===== src/rtl/core_pkg.sv =====
// Shared core constants used by the fetch path and the decode interface.
package core_pkg;
    localparam int          BUS_WIDTH   = 64;
    localparam int          INSTR_WIDTH = 32;
    localparam logic [31:0] NOP_INSTR   = 32'h0000_0013;
endpackage


===== src/rtl/fetch_queue_mem.sv =====
// Register array for the fetch queue: one synchronous write port and one asynchronous read port.
module fetch_queue_mem #(
    parameter int ADDR_W = 2,
    parameter int DATA_W = 96
) (
    input  logic              clk,
    input  logic              i_we,
    input  logic [ADDR_W-1:0] i_waddr,
    input  logic [DATA_W-1:0] i_wdata,
    input  logic [ADDR_W-1:0] i_raddr,
    output logic [DATA_W-1:0] o_rdata
);
    localparam int DEPTH = 1 << ADDR_W;

    logic [DATA_W-1:0] r_mem [DEPTH];

    // Storage is deliberately not reset; occupancy tracking decides what is valid.
    always_ff @(posedge clk) begin
        if (i_we) r_mem[i_waddr] <= i_wdata;
    end

    assign o_rdata = r_mem[i_raddr];
endmodule


===== src/rtl/fetch_queue.sv =====
// In-order {pc, instr} queue between fetch and decode with valid/ready on both sides and flush.
module fetch_queue #(
    parameter int BUS_WIDTH   = core_pkg::BUS_WIDTH,
    parameter int INSTR_WIDTH = core_pkg::INSTR_WIDTH,
    parameter int DEPTH_LOG2  = 2
) (
    input  logic                   clk,
    input  logic                   rst,
    input  logic                   flush,
    input  logic                   in_valid,
    output logic                   in_ready,
    input  logic [BUS_WIDTH-1:0]   in_pc,
    input  logic [INSTR_WIDTH-1:0] in_instr,
    output logic                   out_valid,
    input  logic                   out_ready,
    output logic [BUS_WIDTH-1:0]   out_pc,
    output logic [INSTR_WIDTH-1:0] out_instr,
    output logic [DEPTH_LOG2:0]    count
);
    import core_pkg::NOP_INSTR;

    localparam int                  DATA_W    = BUS_WIDTH + INSTR_WIDTH;
    localparam logic [DEPTH_LOG2:0] CNT_FULL  = (DEPTH_LOG2+1)'(1 << DEPTH_LOG2);
    localparam logic [DEPTH_LOG2:0] CNT_ONE   = (DEPTH_LOG2+1)'(1);
    localparam logic [DEPTH_LOG2-1:0] PTR_ONE = DEPTH_LOG2'(1);

    logic [DEPTH_LOG2-1:0] r_wr_ptr, r_rd_ptr;
    logic [DEPTH_LOG2:0]   r_count;
    logic                  w_push, w_pop;
    logic [DATA_W-1:0]     w_rdata;

    // Handshake outputs depend only on registered occupancy.
    assign in_ready  = (r_count != CNT_FULL);
    assign out_valid = (r_count != '0);
    assign w_push    = in_valid && in_ready;
    assign w_pop     = out_valid && out_ready;
    assign count     = r_count;

    fetch_queue_mem #(
        .ADDR_W (DEPTH_LOG2),
        .DATA_W (DATA_W)
    ) u_mem (
        .clk     (clk),
        .i_we    (w_push && !flush),
        .i_waddr (r_wr_ptr),
        .i_wdata ({in_pc, in_instr}),
        .i_raddr (r_rd_ptr),
        .o_rdata (w_rdata)
    );

    assign out_pc    = out_valid ? w_rdata[DATA_W-1:INSTR_WIDTH] : '0;
    assign out_instr = out_valid ? w_rdata[INSTR_WIDTH-1:0] : INSTR_WIDTH'(NOP_INSTR);

    always_ff @(posedge clk or posedge rst) begin
        if (rst) begin
            r_wr_ptr <= '0;
            r_rd_ptr <= '0;
            r_count  <= '0;
        end else if (flush) begin
            r_wr_ptr <= '0;
            r_rd_ptr <= '0;
            r_count  <= '0;
        end else begin
            if (w_push) r_wr_ptr <= r_wr_ptr + PTR_ONE;
            if (w_pop)  r_rd_ptr <= r_rd_ptr + PTR_ONE;
            case ({w_push, w_pop})
                2'b10:   r_count <= r_count + CNT_ONE;
                2'b01:   r_count <= r_count - CNT_ONE;
                default: r_count <= r_count;
            endcase
        end
    end
endmodule


===== config.mk =====
export PLATFORM = sky130hd
export DESIGN_NAME = fetch_queue
export DESIGN_NICKNAME = d
export VERILOG_FILES = /design/src/rtl/core_pkg.sv /design/src/rtl/fetch_queue_mem.sv /design/src/rtl/fetch_queue.sv
export SDC_FILE = /design/constraint.sdc
export NUM_CORES = 1
export LEC_CHECK = 0
export CAP_MARGIN = 5
export CORE_UTILIZATION = 55
export CTS_CLUSTER_SIZE = 28
export DETAILED_ROUTE_END_ITERATION = 8
export HOLD_SLACK_MARGIN = 0.03
export MAX_ROUTING_LAYER = met4
export PLACE_DENSITY = 0.8
export SLEW_MARGIN = 40
export SYNTH_ARGS = -nofsm -noshare
export SYNTH_HDL_FRONTEND = slang
export SYNTH_HIERARCHICAL = 1
export SYNTH_SLANG_ARGS = --single-unit

===== constraint.sdc =====
create_clock -name clk -period 9.7 [get_ports clk]
set_clock_uncertainty 0.2 [all_clocks]
set_input_delay 0.97 -clock clk [delete_from_list [all_inputs] [get_ports clk]]
set_output_delay 0.97 -clock clk [all_outputs]
set_load 0.02 [all_outputs]

== Word-level counts from Yosys, hierarchy flattened ==
Memory sizes are Yosys's and may differ from the RTL's.
Cells that the tools add are included.
Widths: inputs -> output; s select.
Storage, ports and cells
  register bits after elaboration: 7
  memory bits (writable): 384
  input bits: 101
  output and inout port bits: 101
  word-level logic and storage cells: 29
  memories: 1
Cells by class
  $add $sub $neg: 4
  equal/unequal tests: 3
  multiplexer cells: 10
  reductions and logical operators: 8
Memory list
  u_mem.r_mem: depth 4, bits a word 96, read ports 1, clocked after memory_dff 0, write ports 1, RTL line fetch_queue_mem.sv:15  | logic [DATA_W-1:0] r_mem [DEPTH];
Operators with widths (number)
  $mux 64: 1
  $mux 32: 1
  $mux 2: 4
  $pmux 3 s2: 1
  $reduce_bool 3->1: 2
  $add 2x1->2 const B: 2
  $reduce_bool 2->1: 2
  $add 3x1->3 const B: 1
  $logic_and 1x1->1: 3
  $mux 3: 1
  $ne 3x3->1 const B: 1
  $sub 3x1->3 const B: 1
  $eq 2x1->1 const B: 1
  $eq 2x2->1 const B: 1
  $mux 1: 2
  $logic_not 1->1: 1

== Longest topological paths before layout ==
Gate-level depths: netlist of the first run.
  depth in word-level cells: 5
  gate-level depth with buffers: 7
  gate-level depth less buffers: 6

== Modules after synthesis ==
Netlist of the first run, hierarchy kept.
Modules (own cells, without submodules)
  fetch_queue_mem: instances 1, cells an instance 506, area each 13889.6 um^2, seq. area each 11531.1 um^2
  fetch_queue: instances 1, cells an instance 168, area each 1261.2 um^2, seq. area each 175.2 um^2

== Worst setup path before layout of the first run ==
OpenSTA, ideal clock, no wires.
  kind: in2reg
  start: input port flush
  end: memory u_mem.r_mem[0][0] (enable)
  library setup time: 688 ps
  arrival time: 8420 ps
  required time: 8812 ps
  setup slack: 392 ps
  stages on the path: 3
  buffers on the path: 1
  path through: clkbuf_1 nor3_1 nor3b_1
On the way
  word-level cells in the longest chain between the ends: 4
Ends and longest elaborated chain
  from (decl): RTL line fetch_queue.sv:9  | input logic flush,
  $logic_not 1->1: RTL line fetch_queue.sv:44  | .i_we (w_push && !flush),
  $logic_and 1x1->1: RTL line fetch_queue.sv:44
  $mux 1: RTL line fetch_queue_mem.sv:19  | if (i_we) r_mem[i_waddr] <= i_wdata;
  $mux 1 (implied by the code): RTL line fetch_queue_mem.sv:19
  to (decl): RTL line fetch_queue_mem.sv:15
No other way between the ends.

== Worst setup path in the final report of the first run ==
  start: register r_count[0], in the netlist count[0]
  end: output port out_instr[28]
On the way
  word-level cells in the longest chain between the ends: 2
Ends and longest elaborated chain
  from (decl): RTL line fetch_queue.sv:28  | logic [DEPTH_LOG2:0] r_count;
  from (signal assigned): RTL line fetch_queue.sv:67  | 2'b10: r_count <= r_count + CNT_ONE;
  from (signal assigned): RTL line fetch_queue.sv:68  | 2'b01: r_count <= r_count - CNT_ONE;
  from (signal assigned): RTL line fetch_queue.sv:69  | default: r_count <= r_count;
  $reduce_bool 3->1: RTL line fetch_queue.sv:34  | assign out_valid = (r_count != '0);
  $mux 32: RTL line fetch_queue.sv:52  | assign out_instr = out_valid ? w_rdata[INSTR_WIDTH-1:0] : INSTR_WIDTH'(NOP_INSTR);
  to (decl): RTL line fetch_queue.sv:17  | output logic [INSTR_WIDTH-1:0] out_instr,
No other way between the ends.

==> results of run 1 <==
flip-flops by register name, indices dropped and copies added, names as in the netlist:
register / flops
r_rd_ptr: 2
r_wr_ptr: 2
u_mem/r_mem: 384
count: 3
cell families (layout without fill, tap and decap cells):
kind of cell    Yosys count  count (layout)  share of synthesized area [%]
fa+ha+maj                 1               1                          0.132
flops                   391             391                           77.3
mux                      98              98                           14.4
other cells               0               2                              0
xor+xnor                  3               3                          0.173
buf+inv                  44             288                           1.96
compound gates           16              16                          0.743
simple gates            121             121                           5.32
worst register-to-register path: stages (launching register included):
cell and delay [ns]:
dfrtp_1 0.63, nor3b_1 0.17, nor3_1 0.34, nor3b_2 0.23
buf_4 0.58, buf_4 0.76
area by class of cell:
| type | count | area [sq um] | area share [%] |
|---|---|---|---|
| flip-flops and latches | 391 | 11700 | 62.4 |
| multi-input cells | 239 | 3170 | 16.9 |
| repair buffers | 212 | 2150 | 11.4 |
| clock buffers | 47 | 1050 | 5.59 |
| well taps | 341 | 427 | 2.27 |
| clock inverters | 24 | 234 | 1.25 |
| inverters | 5 | 18.8 | 0.100 |
| diodes | 2 | 5.00 | 0.0267 |
layer usage:
metal,wire (microns),up-vias,track usage [%]
li1,-,3185,-
met1,12200,3698,30.0
met2,13900,286,33.4
met3,2140,46,4.44
met4,487,0,5.07
met5,0,-,-
Yosys cell counts, types with 2 or more instances:
| cell type | n | area (sq um) |
|---|---|---|
| edfxtp_1 | 384 | 11500 |
| mux4_2 | 96 | 2160 |
| and2_1 | 70 | 438 |
| and2_4 | 23 | 201 |
| buf_2 | 14 | 70.1 |
| clkbuf_1 | 13 | 48.8 |
| nor2_1 | 8 | 30.0 |
| buf_6 | 7 | 78.8 |
| dfrtp_1 | 7 | 175 |
| inv_1 | 5 | 18.8 |
| buf_8 | 4 | 60.1 |
| nand2b_1 | 4 | 25.0 |
| nor3b_1 | 3 | 22.5 |
| o21ai_0 | 3 | 15.0 |
| xor2_1 | 3 | 26.3 |
| a21oi_1 | 2 | 10.0 |
| and3b_1 | 2 | 17.5 |
| nand2_1 | 2 | 7.51 |
| nand3b_1 | 2 | 15.0 |
through the flow:
stage	hold WS [ns]	std cells
floorplan	0.299	674
global placement	0.423	1185
detailed placement	0.471	1187
CTS	0.470	1258
global route	0.517	1261
finish	0.480	1261
worst min-delay path by stage:
stage,startpoint,endpoint,slack [ns],depth (start not counted)
4_1_cts,rst,count[2],0.47,2
2_1_floorplan,r_rd_ptr[1],r_rd_ptr[1],0.30,2
3_5_place_dp,r_wr_ptr[0],r_wr_ptr[0],0.47,2
5_1_grt,r_wr_ptr[0],r_wr_ptr[0],0.52,2
3_3_place_gp,r_wr_ptr[0],r_wr_ptr[0],0.42,2
6_report,r_wr_ptr[0],r_wr_ptr[0],0.48,2
report_power, final:
group	leakage, nW	internal (mW)	switching (mW)
sequential	3.58	1.91	0.0257
clock	0.619	0.882	0.605
combinational	1.75	0.362	0.338
total	5.95	3.15	0.968
==> results.tsv, run 1 <==
stage	metric	value	unit
finish	Syn-to-layout area delta	23.8	%
floorplanning	Die W	168	microns
place	port bufs	201	
worst_setup_path	Data arrival, critical path	3.23	ns
synthesis	count of state elements after synthesis	391	
synthesis	post-synth cell types	41	
sta	Max Slew Vio Count	0	
worst_setup_path	CP Data Required Time	8.53	ns
synthesis	Post-synth EDFFs	384	
worst_setup_path	reg-to-reg endpoint	u_mem/r_mem[0][87]	
clock_network	Setup Buffers After CTS	0	
worst_setup_path	Worst setup startpoint	count[0]	
synthesis	post-synthesis async set-or-reset flop share	1.79	%
finish	Final #Nets	991	
sta	period utilisation layout	45.4	%
clock_network	total CTS buffers	40	
global_route	first-pass GRT wire length	44.3	mm
sta	fmax	227	MHz
clock_network	H-tree depth	2	
synthesis	yosys warns	6	
synthesis	Main synth FF type	edfxtp_1	
sta	post-route setup slack	5.30	ns
power	leakage	5.95	nW
place	GP Congestion	0.771	
sta	final-report setup violation count	0	
clock_network	cts hold-fix bufs	0	
sta	Final Critical Period	4.40	ns
power	Max VDD drop	0.000136	V
global_route	GR Overflow Total	0	
finish	most frequent cells in the layout	edfxtp_1 (384), clkdlybuf4s50_1 (201), mux4_2 (96)	
finish	most common cell after layout, fill and taps aside	edfxtp_1	
floorplanning	Initial Util	56.2	%
place	DP Wirelength	16.5	mm
finish	layout cells sized above 1	21.6	%
worst_setup_path	Worst R2R Path Depth	5	
clock_network	clock root buffer	clkbuf_16	
place	DP Area	17400	sq um
place	Placement Setup Slack	5.16	ns
flow_run	max_cap viols	0	
synthesis	Mapped Area	15200	sq um
clock_network	Skew-Pair Late Insertion Delay	0.52	ns
routing	DRC viols	0	
worst_setup_path	crit end category	output port	
worst_setup_path	CP max-delay cell	dfrtp_1	
finish	fin area	18800	sq um
routing	wire per inst	22.8	microns
clock_network	CTS resizes	0	
clock_network	clock sink count	391	
routing	Initial DRC Count	593	
sta	Slew headroom	45.9	%
clock_network	Clock Path Buffers	3	
worst_setup_path	Bufs and invs on worst path	2	
routing	drt total wl	28.7	mm
power	P per Cell Area	220	nW/um^2
worst_setup_path	Crit path depth	4	
worst_setup_path	Crit path largest cell delay	0.63	ns
sta	Fin. Hold Viols	0	
floorplanning	cell row count	60	
hold_path	Hold WC Path Type	flip-flop to flip-flop	
routing	vias per cell	5.72	
worst_setup_path	critical path cell sequence	or3_4 -> buf_4 -> and2_1 -> clkdlybuf4s50_1	
global_route	initial antenna violation count	2	
finish	fin util	69.6	%
global_route	vias in the first global route	7634	
clock_network	clock-pin slew on the worst setup and hold paths	0.05	ns
routing	1st-pass router iterations	5	
worst_setup_path	reg2reg setup slack	6.35	ns
worst_setup_path	reg2reg start	count[0]	
routing	routed via count	7215	
power	total power	4.12	mW
clock_network	CTS tree	done	
global_route	Global Route Usage Sum	21.6	%
floorplanning	Boundary Pins	202	
floorplanning	Die H	168	microns
sta	worst-margin pin slew	0.811	ns
finish	Fillers	1615	
status	outcome	completed	
synthesis	register area share after synthesis	77.3	%
synthesis	syn avg cell area	22.5	sq um
floorplanning	Die ar.	28200	sq um
global_route	largest net degree at the start of global routing	77	
worst_setup_path	delay-heaviest family, CP	buffers and inverters	
floorplanning	CORE AREA	27000	sq um
sta	unrepaired setup endpoints after global routing	false	
synthesis	Mapped Nets	776	
worst_setup_path	WS Path Type	flip-flop to output port	
worst_setup_path	Worst setup endpoint	out_instr[28]	
routing	post-route ant nets	0	
sta	total negative slack	0	ns
worst_setup_path	crit path max fanout	56	
worst_setup_path	startpoint types	flip-flop	
synthesis	Mapped Cells	674	
Power figures use the tool's default switching activity.
==> run 2: changes to the inputs <==
==> constraint.sdc (replaced) <==
create_clock -name clk -period 4.5 [get_ports clk]
set_clock_uncertainty 0.2 [all_clocks]
set_input_delay 0.45 -clock clk [delete_from_list [all_inputs] [get_ports clk]]
set_output_delay 0.45 -clock clk [all_outputs]
set_load 0.02 [all_outputs]
==> run 2 against run 1 <==
  * Power increased by 110%
  * Via count increased by 0.93%
  * Global-route usage about the same
  * Critical path type unchanged
  * Critical endpoint is now out_instr[20]
  * Largest power group unchanged
==> results.tsv, run 2 (synthesized netlist as in run 1, its figures left out) <==
stage	metric	value	unit	change
finish	most common cell after layout, fill and taps aside	edfxtp_1		
routing	DRC viols	0		unchanged
sta	unrepaired setup endpoints after global routing	false		
place	port bufs	201		unchanged
finish	Syn-to-layout area delta	23.9	%	about the same
worst_setup_path	Worst R2R Path Depth	4		-1
global_route	initial antenna violation count	2		unchanged
finish	fin area	18800	sq um	about the same
sta	Fin. Hold Viols	0		unchanged
finish	Largest Register	u_mem/r_mem		
sta	hold slack	0.371	ns	-0.109 ns
worst_setup_path	Data arrival, critical path	2.96	ns	-0.27 ns
clock_network	H-tree depth	2		unchanged
sta	Final Critical Period	3.61	ns	
finish	area of the multi-input gates	3170	sq um	+0.20%
hold_path	Hold Path End	u_mem/r_mem[2][6]		
clock_network	clock sink count	391		unchanged
finish	fin cells	1265		+0.32%
finish	register area	11700	sq um	unchanged
global_route	vias in the first global route	7684		+0.65%
sta	period utilisation layout	80.2	%	
finish	layout cells sized above 1	21.1	%	-0.42 points
clock_network	total CTS buffers	38		-5.0%
sta	Slew headroom	54.0	%	+8.1 points
place	dpl cells	1194		+0.59%
routing	1st-pass router iterations	5		unchanged
global_route	Global Route Usage Sum	21.6	%	-0.026 points
sta	total negative slack	0	ns	unchanged
floorplanning	cell row count	60		unchanged
floorplanning	Die W	168	microns	unchanged
routing	routed via count	7282		+0.93%
routing	vias per cell	5.76		+0.61%
global_route	largest net degree at the start of global routing	61		-21%
floorplanning	Die ar.	28200	sq um	unchanged
place	DP Area	17600	sq um	+0.99%
hold_path	Hold Crit Start	in_instr[6]		
worst_setup_path	crit path max fanout	30		-46%
power	P per Cell Area	457	nW/um^2	+110%
routing	Initial DRC Count	670		+13%
hold_path	Hold WC Path Type	primary input to flip-flop		
finish	Final #Nets	997		+0.61%
sta	final-report setup violation count	0		unchanged
clock_network	clock-pin slew on the worst setup and hold paths	0.06	ns	about the same
finish	most frequent cells in the layout	edfxtp_1 (384), clkdlybuf4s50_1 (201), mux4_2 (96)		
sta	fmax	277	MHz	
floorplanning	Initial Util	56.2	%	unchanged
worst_setup_path	crit end category	output port		
worst_setup_path	reg2reg setup slack	1.85	ns	-4.50 ns
global_route	first-pass GRT wire length	44.1	mm	-0.44%
finish	max reg flops	384		unchanged
hold_path	Min-Delay Path Depth	1		-1
worst_setup_path	reg2reg start	count[0]		
clock_network	CTS tree	done		
place	DP Wirelength	17.3	mm	+5.1%
sta	Max Slew Vio Count	0		unchanged
finish	fin util	69.7	%	about the same
worst_setup_path	startpoint types	flip-flop		
power	leakage	5.95	nW	about the same
flow_run	max_cap viols	0		unchanged
clock_network	Setup Buffers After CTS	0		unchanged
worst_setup_path	reg-to-reg endpoint	u_mem/r_mem[1][15]		
status	outcome	completed		
floorplanning	Boundary Pins	202		unchanged
floorplanning	Die H	168	microns	unchanged
worst_setup_path	WS Path Type	flip-flop to output port		
floorplanning	CORE AREA	27000	sq um	unchanged
global_route	GR Overflow Total	0		unchanged
power	Max VDD drop	0.000262	V	+92%
routing	wire per inst	22.5	microns	-1.1%
routing	post-route ant nets	0		unchanged
worst_setup_path	CP Data Required Time	3.85	ns	-4.68 ns
place	GP Congestion	0.814		+5.6%
clock_network	Skew-Pair Late Insertion Delay	0.50	ns	-0.02 ns
clock_network	Clock Path Buffers	3		unchanged
clock_network	clock root buffer	clkbuf_16		
finish	Fillers	1645		+1.9%
routing	drt total wl	28.5	mm	-0.75%
sta	worst-margin pin slew	0.690	ns	-0.122 ns
-- run 2: cell count changes in the layout (fill, tap and decap cells not counted), sizes merged --
cell	change
buf	+7
clkbuf	+4
bufinv	-3
clkinvlp	-3
clkinv	-1
dlygate4sd3	+1
inv	-1
-- run 2: final cells by class --
class                           count  share of cell area (%)
Sequential cell                   391                    62.4
Clock inverter                     16                   0.553
Inverter                            5                   0.100
Timing Repair Buffer              220                    12.3
Multi-Input combinational cell    239                    16.9
Tap cell                          341                    2.27
Antenna cell                        2                  0.0267
Clock buffer                       51                    5.44
-- run 2: report_power, final --
part	internal, mW	total, mW	switching, mW
sequential	4.11	4.19	0.0750
clock	1.65	2.88	1.23
combinational	0.803	1.52	0.713
-- run 2: metrics by stage --
stage	total power, mW	setup slack, ns
3_5_place_dp	5.80	1.10
4_1_cts	8.67	0.798
2_1_floorplan	5.17	0.315
5_1_grt	8.89	0.723
3_3_place_gp	5.78	1.21
6_report	8.58	0.892
-- run 2: critical path: stages (launching register included) --
cell and delay [ns]:
dfrtp_4 0.81, buf_12 0.34, mux4_2 0.58, and2_1 0.16, clkdlybuf4s50_1 0.53
-- run 2: timing repair --
action,4_1_cts,5_1_grt
hold buffers,1,0
endpoints found under the hold margin,7,0
resized for setup,0,0
-- run 2: layer usage --
| layer | vias to the layer above | part of all wire, % | GRT usage, % |
|---|---|---|---|
| met5 | - | 0 | - |
| met4 | 0 | 2.2 | 6.02 |
| met3 | 50 | 7.0 | 4.84 |
| met2 | 292 | 48 | 32.9 |
| met1 | 3750 | 43 | 29.7 |
| li1 | 3190 | - | - |
-- run 2: worst max-delay path by stage --
stage                           start                  to  slack, ns  cells after the start
after floorplan              count[0]   u_mem/r_mem[0][0]       0.31                      4
after CTS                 r_rd_ptr[0]          out_pc[23]       0.80                      4
after global routing      r_rd_ptr[0]       out_instr[20]       0.72                      4
after detailed placement     in_valid  u_mem/r_mem[0][85]       1.10                      5
final                     r_rd_ptr[0]       out_instr[20]       0.89                      4
after global placement       in_valid  u_mem/r_mem[0][85]       1.21                      5
==> run 3: changes to the inputs <==
--- a/config.mk
+++ b/config.mk
@@ -6,12 +6,12 @@
 export NUM_CORES = 1
 export LEC_CHECK = 0
 export CAP_MARGIN = 5
-export CORE_UTILIZATION = 55
+export CORE_UTILIZATION = 50
 export CTS_CLUSTER_SIZE = 28
 export DETAILED_ROUTE_END_ITERATION = 8
 export HOLD_SLACK_MARGIN = 0.03
 export MAX_ROUTING_LAYER = met4
-export PLACE_DENSITY = 0.8
+export PLACE_DENSITY = 0.76
 export SLEW_MARGIN = 40
 export SYNTH_ARGS = -nofsm -noshare
 export SYNTH_HDL_FRONTEND = slang
==> constraint.sdc (replaced) <==
create_clock -name clk -period 3.3 [get_ports clk]
set_clock_uncertainty 0.2 [all_clocks]
set_input_delay 0.33 -clock clk [delete_from_list [all_inputs] [get_ports clk]]
set_output_delay 0.33 -clock clk [all_outputs]
set_load 0.02 [all_outputs]
==> run 3 against run 2 <==
  * Critical endpoint is now out_instr[27]
  * Final cell count rose by 4.8%
  * Register-to-register slack got worse by 0.99 ns
  * Largest cell class unchanged
  * Sequential cell count did not move
  * Highest routed layer unchanged
  * Critical path depth did not move
  * Global-route usage fell by 2.1 points
==> results.tsv, run 3 (synthesized netlist as in run 1, its figures left out) <==
stage	metric	value	unit	change
status	outcome	completed		
global_route	GR Overflow Total	0		unchanged
worst_setup_path	Bufs and invs on worst path	2		unchanged
routing	wire per inst	21.6	microns	-3.9%
power	Clk pwr share	35.7	%	+2.2 points
floorplanning	Boundary Pins	202		unchanged
floorplanning	Die W	176	microns	+4.8%
worst_setup_path	WS Path Type	flip-flop to output port		
finish	most common cell after layout, fill and taps aside	edfxtp_1		
power	Pint	9.31	mW	+42%
global_route	first-pass GRT wire length	43.9	mm	-0.52%
place	port bufs	201		unchanged
hold_path	Min-Delay Path Depth	1		unchanged
sta	final-report setup violation count	0		unchanged
power	Comb power frac	17.3	%	-0.4 points
finish	Final #Nets	1003		+0.60%
place	Placement Setup Slack	0.556	ns	-0.547 ns
global_route	largest net degree at the start of global routing	72		+18%
clock_network	Clock Path Buffers	3		unchanged
place	GP Congestion	0.731		-10%
finish	Largest Register	u_mem/r_mem		
floorplanning	Die ar.	31000	sq um	+9.9%
global_route	initial antenna violation count	4		+2
hold_path	Hold Crit Start	in_pc[63]		
routing	vias per cell	5.49		-4.7%
finish	layout cells sized above 1	22.6	%	+1.4 points
worst_setup_path	critical path cell sequence	buf_4 -> mux4_2 -> and2_1 -> clkdlybuf4s50_1		
clock_network	Setup Buffers After CTS	0		unchanged
worst_setup_path	reg2reg start	count[0]		
floorplanning	cell row count	63		+5.0%
floorplanning	CORE AREA	29700	sq um	+10%
routing	Initial DRC Count	541		-19%
routing	1st-pass router iterations	4		-1
routing	post-route ant nets	0		unchanged
floorplanning	Die H	176	microns	+4.8%
worst_setup_path	delay-heaviest family, CP	buffers and inverters		
clock_network	clock root buffer	clkbuf_16		
clock_network	total CTS buffers	39		+2.6%
power	fraction of power spent switching nets	23.0	%	-0.44 points
finish	area of the multi-input gates	3190	sq um	+0.51%
sta	unrepaired setup endpoints after global routing	true		
place	DP Wirelength	17.2	mm	-0.45%
clock_network	clock sink count	391		unchanged
place	dpl cells	1249		+4.6%
worst_setup_path	reg-to-reg endpoint	count[1]		
worst_setup_path	CP max-delay cell	dfrtp_4		
routing	drt total wl	28.7	mm	+0.70%
power	Max VDD drop	0.000352	V	+35%
finish	fin cells	1326		+4.8%
finish	register area	11700	sq um	about the same
worst_setup_path	crit path max fanout	12		-60%
finish	Syn-to-layout area delta	26.3	%	
worst_setup_path	Worst R2R Path Depth	6		+2
power	P per Cell Area	632	nW/um^2	+38%
routing	DRC viols	0		unchanged
clock_network	Skew-Pair Late Insertion Delay	0.50	ns	about the same
power	leakage	6.54	nW	+9.9%
sta	Slew headroom	66.3	%	+12 points
flow_run	max_cap viols	0		unchanged
finish	most frequent cells in the layout	edfxtp_1 (384), clkdlybuf4s50_1 (169), mux4_2 (96)		
sta	Max Slew Vio Count	0		unchanged
worst_setup_path	crit end category	output port		
sta	period utilisation layout	97.9	%	
worst_setup_path	startpoint types	flip-flop		
sta	fmax	309	MHz	
sta	post-route setup slack	0.0681	ns	-0.824 ns
clock_network	CTS tree	done		
finish	fin util	64.4	%	-5.2 points
worst_setup_path	Data arrival, critical path	2.70	ns	-0.26 ns
power	Seq pwr share	47.0	%	-1.8 points
routing	routed via count	7275		-0.096%
sta	Final Critical Period	3.23	ns	
worst_setup_path	CP Data Required Time	2.77	ns	-1.08 ns
worst_setup_path	Crit path largest cell delay	0.59	ns	-0.22 ns
power	Sw Pwr	2.79	mW	+38%
floorplanning	Initial Util	51.0	%	-5.2 points
global_route	vias in the first global route	7639		-0.59%
hold_path	Hold Path End	u_mem/r_mem[0][95]		
finish	Fillers	1977		+20%
sta	worst-margin pin slew	0.506	ns	-0.183 ns
sta	Fin. Hold Viols	0		unchanged
clock_network	H-tree depth	2		unchanged
worst_setup_path	Crit path depth	4		unchanged
hold_path	Hold WC Path Type	primary input to flip-flop		
clock_network	clock-pin slew on the worst setup and hold paths	0.06	ns	about the same
global_route	Global Route Usage Sum	19.5	%	-2.1 points
worst_setup_path	reg2reg setup slack	0.86	ns	-0.99 ns
finish	max reg flops	384		unchanged
==> run 3: cell count changes in the layout (fill, tap and decap cells not counted), moves of 3 or more <==
cell / previous run / this run
buf_4: 5 / 10
dfrtp_2: 0 / 3
bufinv_16: 1 / 4
dlymetal6s2s_1: 0 / 32
clkdlybuf4s50_1: 201 / 169
diode_2: 2 / 5
dfrtp_1: 5 / 2
==> run 3: worst reg2reg max path, cell delays in order (launching register included) <==
cell	delay, ns
dfrtp_2	0.51
o31ai_1	0.45
nor2_1	0.10
fa_1	0.53
nor3b_1	0.06
a211o_1	0.27
a221oi_1	0.22
==> run 3: what timing repair did <==
action,CTS,global route
hold buffers,1,0
setup endpoints to repair,1,54
gates cloned,0,0
endpoints found under the hold margin,7,0
gates resized for setup,0,33
==> run 3: worst max-delay path by stage <==
stage / from / to / slack (ns)
6_report: r_rd_ptr[0] / out_instr[27] / 0.07
5_1_grt: r_rd_ptr[0] / out_pc[58] / -0.06
4_1_cts: r_rd_ptr[0] / out_pc[2] / -0.002
3_5_place_dp: r_rd_ptr[0] / out_pc[2] / 0.56
3_3_place_gp: r_rd_ptr[0] / out_instr[25] / 0.55
2_1_floorplan: count[2] / u_mem/r_mem[0][0] / -0.76
==> run 3: layout make-up <==
class | count | area share (%)
Timing Repair Buffer | 225 | 12.8
Clock buffer | 54 | 5.61
Tap cell | 390 | 2.55
Inverter | 5 | 0.0981
Multi-Input combinational cell | 239 | 16.7
Sequential cell | 391 | 61.2
Clock inverter | 17 | 1.03
Antenna cell | 5 | 0.0654
==> run 3: metal layers <==
layer	wire (microns)	global-route usage, %
met3	2060	4.80
met4	557	4.96
met1	12300	25.9
met5	0	-
met2	13800	30.5
==> run 3: metrics by stage <==
step	power [mW]	cell area (sq um)	hold WS (ns)	setup TNS [ns]
after floorplan	7.06	15200	-0.0668	-73.01
after global placement	7.90	17800	0.409	0
after detailed placement	7.93	17800	0.430	0
after CTS	12.3	19000	0.224	-0.00157
after global routing	12.5	19100	0.240	-0.751
final	12.1	19100	0.246	0
==> run 3: power by group through the flow <==
stage | combinational (mW) | clock (mW) | sequential, mW
floorplan | 1.30 | 0 | 5.76
global route | 2.24 | 4.60 | 5.70
detailed placement | 2.14 | 0 | 5.79
CTS | 2.15 | 4.44 | 5.68
global placement | 2.12 | 0 | 5.78
finish | 2.09 | 4.32 | 5.68
